## src/rtl/pool_unit_arbiter.sv

```systemverilog
// Round-robin arbiter that time-shares one accumulate-then-average pooling unit
// among NUM_REQ pool engines, one whole window per grant.
module pool_unit_arbiter #(
    parameter int NUM_REQ = 4,
    parameter int DATA_W  = 32,
    parameter int WIN     = 4,
    parameter int LAT     = 3
) (
    input  logic                        clk,
    input  logic                        rst,
    input  logic [NUM_REQ-1:0]          req,
    input  logic [NUM_REQ-1:0]          win_valid,
    input  logic [NUM_REQ*DATA_W-1:0]   win_data,
    output logic [NUM_REQ-1:0]          win_ready,
    output logic [NUM_REQ-1:0]          gnt,
    output logic [$clog2(NUM_REQ)-1:0]  owner_id,
    output logic [NUM_REQ-1:0]          resp_valid,
    output logic [DATA_W-1:0]           resp_data,
    input  logic [NUM_REQ-1:0]          resp_ready,
    output logic                        pu_rst,
    output logic                        pu_en,
    output logic [DATA_W-1:0]           pu_din,
    input  logic [DATA_W-1:0]           pu_dout,
    output logic                        busy
);
    localparam int ID_W   = $clog2(NUM_REQ);
    localparam int BEAT_W = $clog2(WIN + 1);
    localparam int LAT_W  = $clog2(LAT + 1);

    typedef enum logic [2:0] {S_IDLE, S_RESET, S_FEED, S_WAIT, S_RESP} state_t;

    state_t              state_q;
    logic [ID_W-1:0]     ptr_q;
    logic [ID_W-1:0]     owner_q;
    logic [BEAT_W-1:0]   beat_cnt_q;
    logic [LAT_W-1:0]    lat_cnt_q;
    logic [NUM_REQ-1:0]  gnt_q;
    logic [NUM_REQ-1:0]  win_ready_q;
    logic [NUM_REQ-1:0]  resp_valid_q;
    logic [DATA_W-1:0]   resp_data_q;
    logic                pu_rst_q;
    logic                pu_en_q;
    logic [DATA_W-1:0]   pu_din_q;
    logic                busy_q;

    logic [ID_W-1:0]     pick_d;
    logic [NUM_REQ-1:0]  pick_oh_d;
    logic [DATA_W-1:0]   data_arr [NUM_REQ];
    logic [DATA_W-1:0]   owner_data;
    logic                beat_accept;

    generate
        for (genvar gi = 0; gi < NUM_REQ; gi++) begin : g_unpack
            assign data_arr[gi] = win_data[gi*DATA_W +: DATA_W];
        end
    endgenerate

    assign owner_data  = data_arr[owner_q];
    assign beat_accept = (state_q == S_FEED) && win_valid[owner_q] && win_ready_q[owner_q];

    // Walk from farthest to nearest so the first set bit after the pointer wins.
    always_comb begin
        int idx;
        idx    = 0;
        pick_d = '0;
        for (int i = NUM_REQ; i >= 1; i--) begin
            idx = int'(ptr_q) + i;
            if (idx >= NUM_REQ) begin
                idx = idx - NUM_REQ;
            end
            if (req[idx]) begin
                pick_d = ID_W'(idx);
            end
        end
        pick_oh_d = NUM_REQ'(1) << pick_d;
    end

    always_ff @(posedge clk) begin
        if (rst) begin
            state_q      <= S_IDLE;
            ptr_q        <= ID_W'(NUM_REQ - 1);
            owner_q      <= '0;
            beat_cnt_q   <= '0;
            lat_cnt_q    <= '0;
            gnt_q        <= '0;
            win_ready_q  <= '0;
            resp_valid_q <= '0;
            resp_data_q  <= '0;
            pu_rst_q     <= 1'b0;
            pu_en_q      <= 1'b0;
            pu_din_q     <= '0;
            busy_q       <= 1'b0;
        end else begin
            pu_rst_q <= 1'b0;
            pu_en_q  <= 1'b0;
            case (state_q)
                S_IDLE: begin
                    if (|req) begin
                        owner_q  <= pick_d;
                        gnt_q    <= pick_oh_d;
                        pu_rst_q <= 1'b1;
                        busy_q   <= 1'b1;
                        state_q  <= S_RESET;
                    end
                end
                S_RESET: begin
                    beat_cnt_q  <= '0;
                    win_ready_q <= gnt_q;
                    state_q     <= S_FEED;
                end
                S_FEED: begin
                    // The unit sees each accepted sample one cycle later, so the
                    // last beat's pu_en lands in the first WAIT cycle.
                    if (beat_accept) begin
                        pu_en_q  <= 1'b1;
                        pu_din_q <= owner_data;
                        if (beat_cnt_q == BEAT_W'(WIN - 1)) begin
                            win_ready_q <= '0;
                            lat_cnt_q   <= '0;
                            state_q     <= S_WAIT;
                        end else begin
                            beat_cnt_q <= beat_cnt_q + 1'b1;
                        end
                    end
                end
                S_WAIT: begin
                    if (lat_cnt_q == LAT_W'(LAT)) begin
                        resp_data_q  <= pu_dout;
                        resp_valid_q <= gnt_q;
                        state_q      <= S_RESP;
                    end else begin
                        lat_cnt_q <= lat_cnt_q + 1'b1;
                    end
                end
                S_RESP: begin
                    if (resp_ready[owner_q]) begin
                        resp_valid_q <= '0;
                        gnt_q        <= '0;
                        ptr_q        <= owner_q;
                        busy_q       <= 1'b0;
                        state_q      <= S_IDLE;
                    end
                end
                default: state_q <= S_IDLE;
            endcase
        end
    end

    assign win_ready  = win_ready_q;
    assign gnt        = gnt_q;
    assign owner_id   = owner_q;
    assign resp_valid = resp_valid_q;
    assign resp_data  = resp_data_q;
    assign pu_rst     = pu_rst_q;
    assign pu_en      = pu_en_q;
    assign pu_din     = pu_din_q;
    assign busy       = busy_q;
endmodule

```

## config.mk

```make
export PLATFORM = sky130hd
export DESIGN_NAME = pool_unit_arbiter
export DESIGN_NICKNAME = d
export VERILOG_FILES = /design/src/rtl/pool_unit_arbiter.sv
export SDC_FILE = /design/constraint.sdc
export NUM_CORES = 1
export LEC_CHECK = 0
export ABC_AREA = 1
export BUFFER_PORTS_ARGS = -buffer_cell sky130_fd_sc_hd__buf_2
export CAP_MARGIN = 20
export CORE_UTILIZATION = 40
export DETAILED_ROUTE_END_ITERATION = 8
export PLACE_DENSITY = 0.89
export SYNTH_ARGS = -nofsm -noshare
export SYNTH_HDL_FRONTEND = slang
export SYNTH_SLANG_ARGS = --single-unit
```

## constraint.sdc

```tcl
create_clock -name clk -period 1.47 [get_ports clk]
set_input_delay 0.0735 -clock clk [delete_from_list [all_inputs] [get_ports clk]]
set_output_delay 0.0735 -clock clk [all_outputs]
set_load 0.1 [all_outputs]
```

==> out/results.ini <==
[power_and_ir_drop]
power_leakage_nw=3.138
switchingPower_w=0.005193
powerDensity_nw_per_um2=1532
ir_worst_vdd_mv=0.9923
power_w=0.01020
pwr-share-seq_pct=29.9
power_frac_comb_pct=53.2
intPower_w=0.005012
power.share.clock_pct=17.0
p_sw_share_pct=50.89

[setup_path]
rrSetupSlack_ns=0.07
critical_path_class=register to register
cp-end-kind=register
cp.required_ns=1.77
crit_slowest_cell=dfxtp_4
crit_family=simple AND/OR/NAND/NOR gates
crit_arrival_ns=1.71
path_buf_inv=1
crit_chain=nor2_4 -> nand2_2 -> clkinv_2 -> nand3_4 -> nand2_4 -> nand3_2 -> or2_1 -> a21oi_2
max_stage_delay_ns=0.39
startpoint_type=register
crit_fanout=6

[sta]
hold_violations=0
worst_pin_slew_ns=0.5326
fin_skew_ns=0.01439
max_freq_ghz=0.7121
max_slew_margin_pct=64.73
rsz0062_at_grt=true
maxSlewViolCount=0
layout_setup_ws_ns=0.06573
min_period_over_period_pct=95.53
final.min_clock_period_ns=1.404
finalSetupViolations=0

[floorplan]
core_um2=10840
die_h_um=107.7
ios=255
dieArea_um2=11590
num_rows=38
die-width_um=107.7
start_util_pct=41.20

[route]
firstDrtPassIters=5
routed_via_density=5.071
vias=5563
antenna_left=0
drcViolationCount=0
wl_per_cell_um=13.98
routed_wl_mm=15.34
drt_iter0_markers=420

[cts]
cts_root_buf=clkbuf_8
cts_inserted_buffers=9
htreeDepth=3
clock_tree.buffer_depth=2
clock_sink_count=91
clock_latency_ns=0.36
cts_tree=yes
clk_pin_slew_ns=0.11

[place]
io_buffers=254
place_ws_ns=-0.04022
finalWeightedCongestion=0.9240
dp_hpwl_mm=10.67

[synthesis]
yosys.area.top_type=dfxtp_1
yosysTopAreaCellShare_pct=40.78
ys_top_cells_by_area=dfxtp_1, o21ai_0, nand2_1
yosys_warnings=0
syn_inst=669
synth.distinct_cells=28
syn_nets=846
yosys_register_bits=91
synth.avg_cell_area_um2=6.677
ys_seq_area_share_pct=40.78
syn_area_um2=4467

[finish]
mostFrequentLayoutCell=buf_2
mostFrequentLayoutCells=buf_2, nand2_1, a21oi_1
drive_above_1_share_pct=35.53
utilization_pct=61.45
nets=1126
syn_to_final_growth_pct=49.13

[grt]
grt_pass1_wl_mm=23.12
antenna_found_initial=3
grt_remaining_overflow=0
grt_pass1_vias=5045
grt_max_degree=62
grt_usage_pct=25.36

[min_path]
hold_path_class=input port to register

[status]
status=complete, no violations

[flow_run]
drv_cap=0

[stage by stage]
stage          instance area (µm²)  hold slack (ns)  TNS, ns  instances
6_report                      6661           0.1308        0       1097
5_1_grt                       6661           0.1509  -0.1099       1097
4_1_cts                       6516           0.1318        0       1090
3_5_place_dp                  5988           0.3284  -0.2001       1042
3_3_place_gp                  5988           0.3206        0       1042
2_1_floorplan                 4506           0.2174  -0.6851        669
[cell families after synthesis]
family,share of synthesized area (%)
AO/OA/AOI/OAI,26.13
AND/OR/NAND/NOR,22.30
adder cells (fa/ha/maj),0.8404
buffers and inverters,9.944
flip-flops,40.78
[power groups by stage]
stage               sequential (W)  clock, W  combinational [W]
floorplan                  0.00484         0            0.00216
global placement           0.00308         0            0.00506
detailed placement         0.00309         0            0.00512
CTS                        0.00303   0.00177            0.00521
global route               0.00309   0.00188            0.00587
finish                     0.00305   0.00173            0.00543
[cell usage after synthesis]
cell type  instances
clkbuf_1          23
buf_1              2
clkinv_2           1
nand2_4            1
nor2_2             2
o22ai_1           32
nand3_1           28
nor2_1            74
clkinv_1           1
ha_1               3
nand2_2            1
nor3_1             2
nand3_2            2
o21ai_1            6
o21ai_0           97
or2_1              1
buf_2             17
inv_2              2
dfxtp_1           91
a21oi_2            1
o211ai_1           1
inv_1             62
clkbuf_2           1
nand4_1            4
nand3_4            1
buf_6              1
nand2_1          125
a21oi_1           87
[sequential cells by signal, indices dropped and copies added (netlist names), 3 cells and up]
register,count
resp_valid,4
resp_data,32
state_q,3
win_ready,4
gnt,4
beat_cnt_q,3
pu_din,32
[worst register-to-register path: stages, from the launching register on]
cell,delay [ns]
dfxtp_4,0.39
nor2_4,0.12
nand2_2,0.09
clkinv_2,0.07
nand3_4,0.13
nand2_4,0.13
nand3_2,0.07
or2_1,0.24
a21oi_2,0.10
[repair_timing]
action	CTS	global route
hold buffers	32	0
endpoints found under the setup margin	24	79
pin swaps	0	8
endpoints found under the hold margin	32	0
resized for setup	4	40
buffers inserted	0	3
gates cloned	0	1
[routing by layer]
metal	wire length, µm	part of all wire, %	vias up	GRT usage (%)
met5	0	0	-	0
li1	-	-	2768	-
met2	7710	50	261	44.64
met3	1185	7.7	44	5.993
met1	5902	38	2490	28.60
met4	538	3.5	0	12.23
[worst paths after layout]
kind | from | to | cells after the start
setup / recovery | state_q[2] | beat_cnt_q[2] | 8
setup reg to reg | state_q[2] | beat_cnt_q[2] | 8
hold reg to reg | pu_din[15] | pu_din[15] | 2
hold / removal | win_data[2] | pu_din[2] | 5
[layout make-up]
type	count	area (µm²)
Clock buffer	9	123.9
Inverter	66	256.5
Clock inverter	7	76.32
Multi-Input combinational cell	468	2272
Tap cell	140	175.2
Timing Repair Buffer	313	1898
Fill cell	988	4179
Antenna cell	3	7.507
Sequential cell	91	1852
Power figures use the tool's default switching activity.
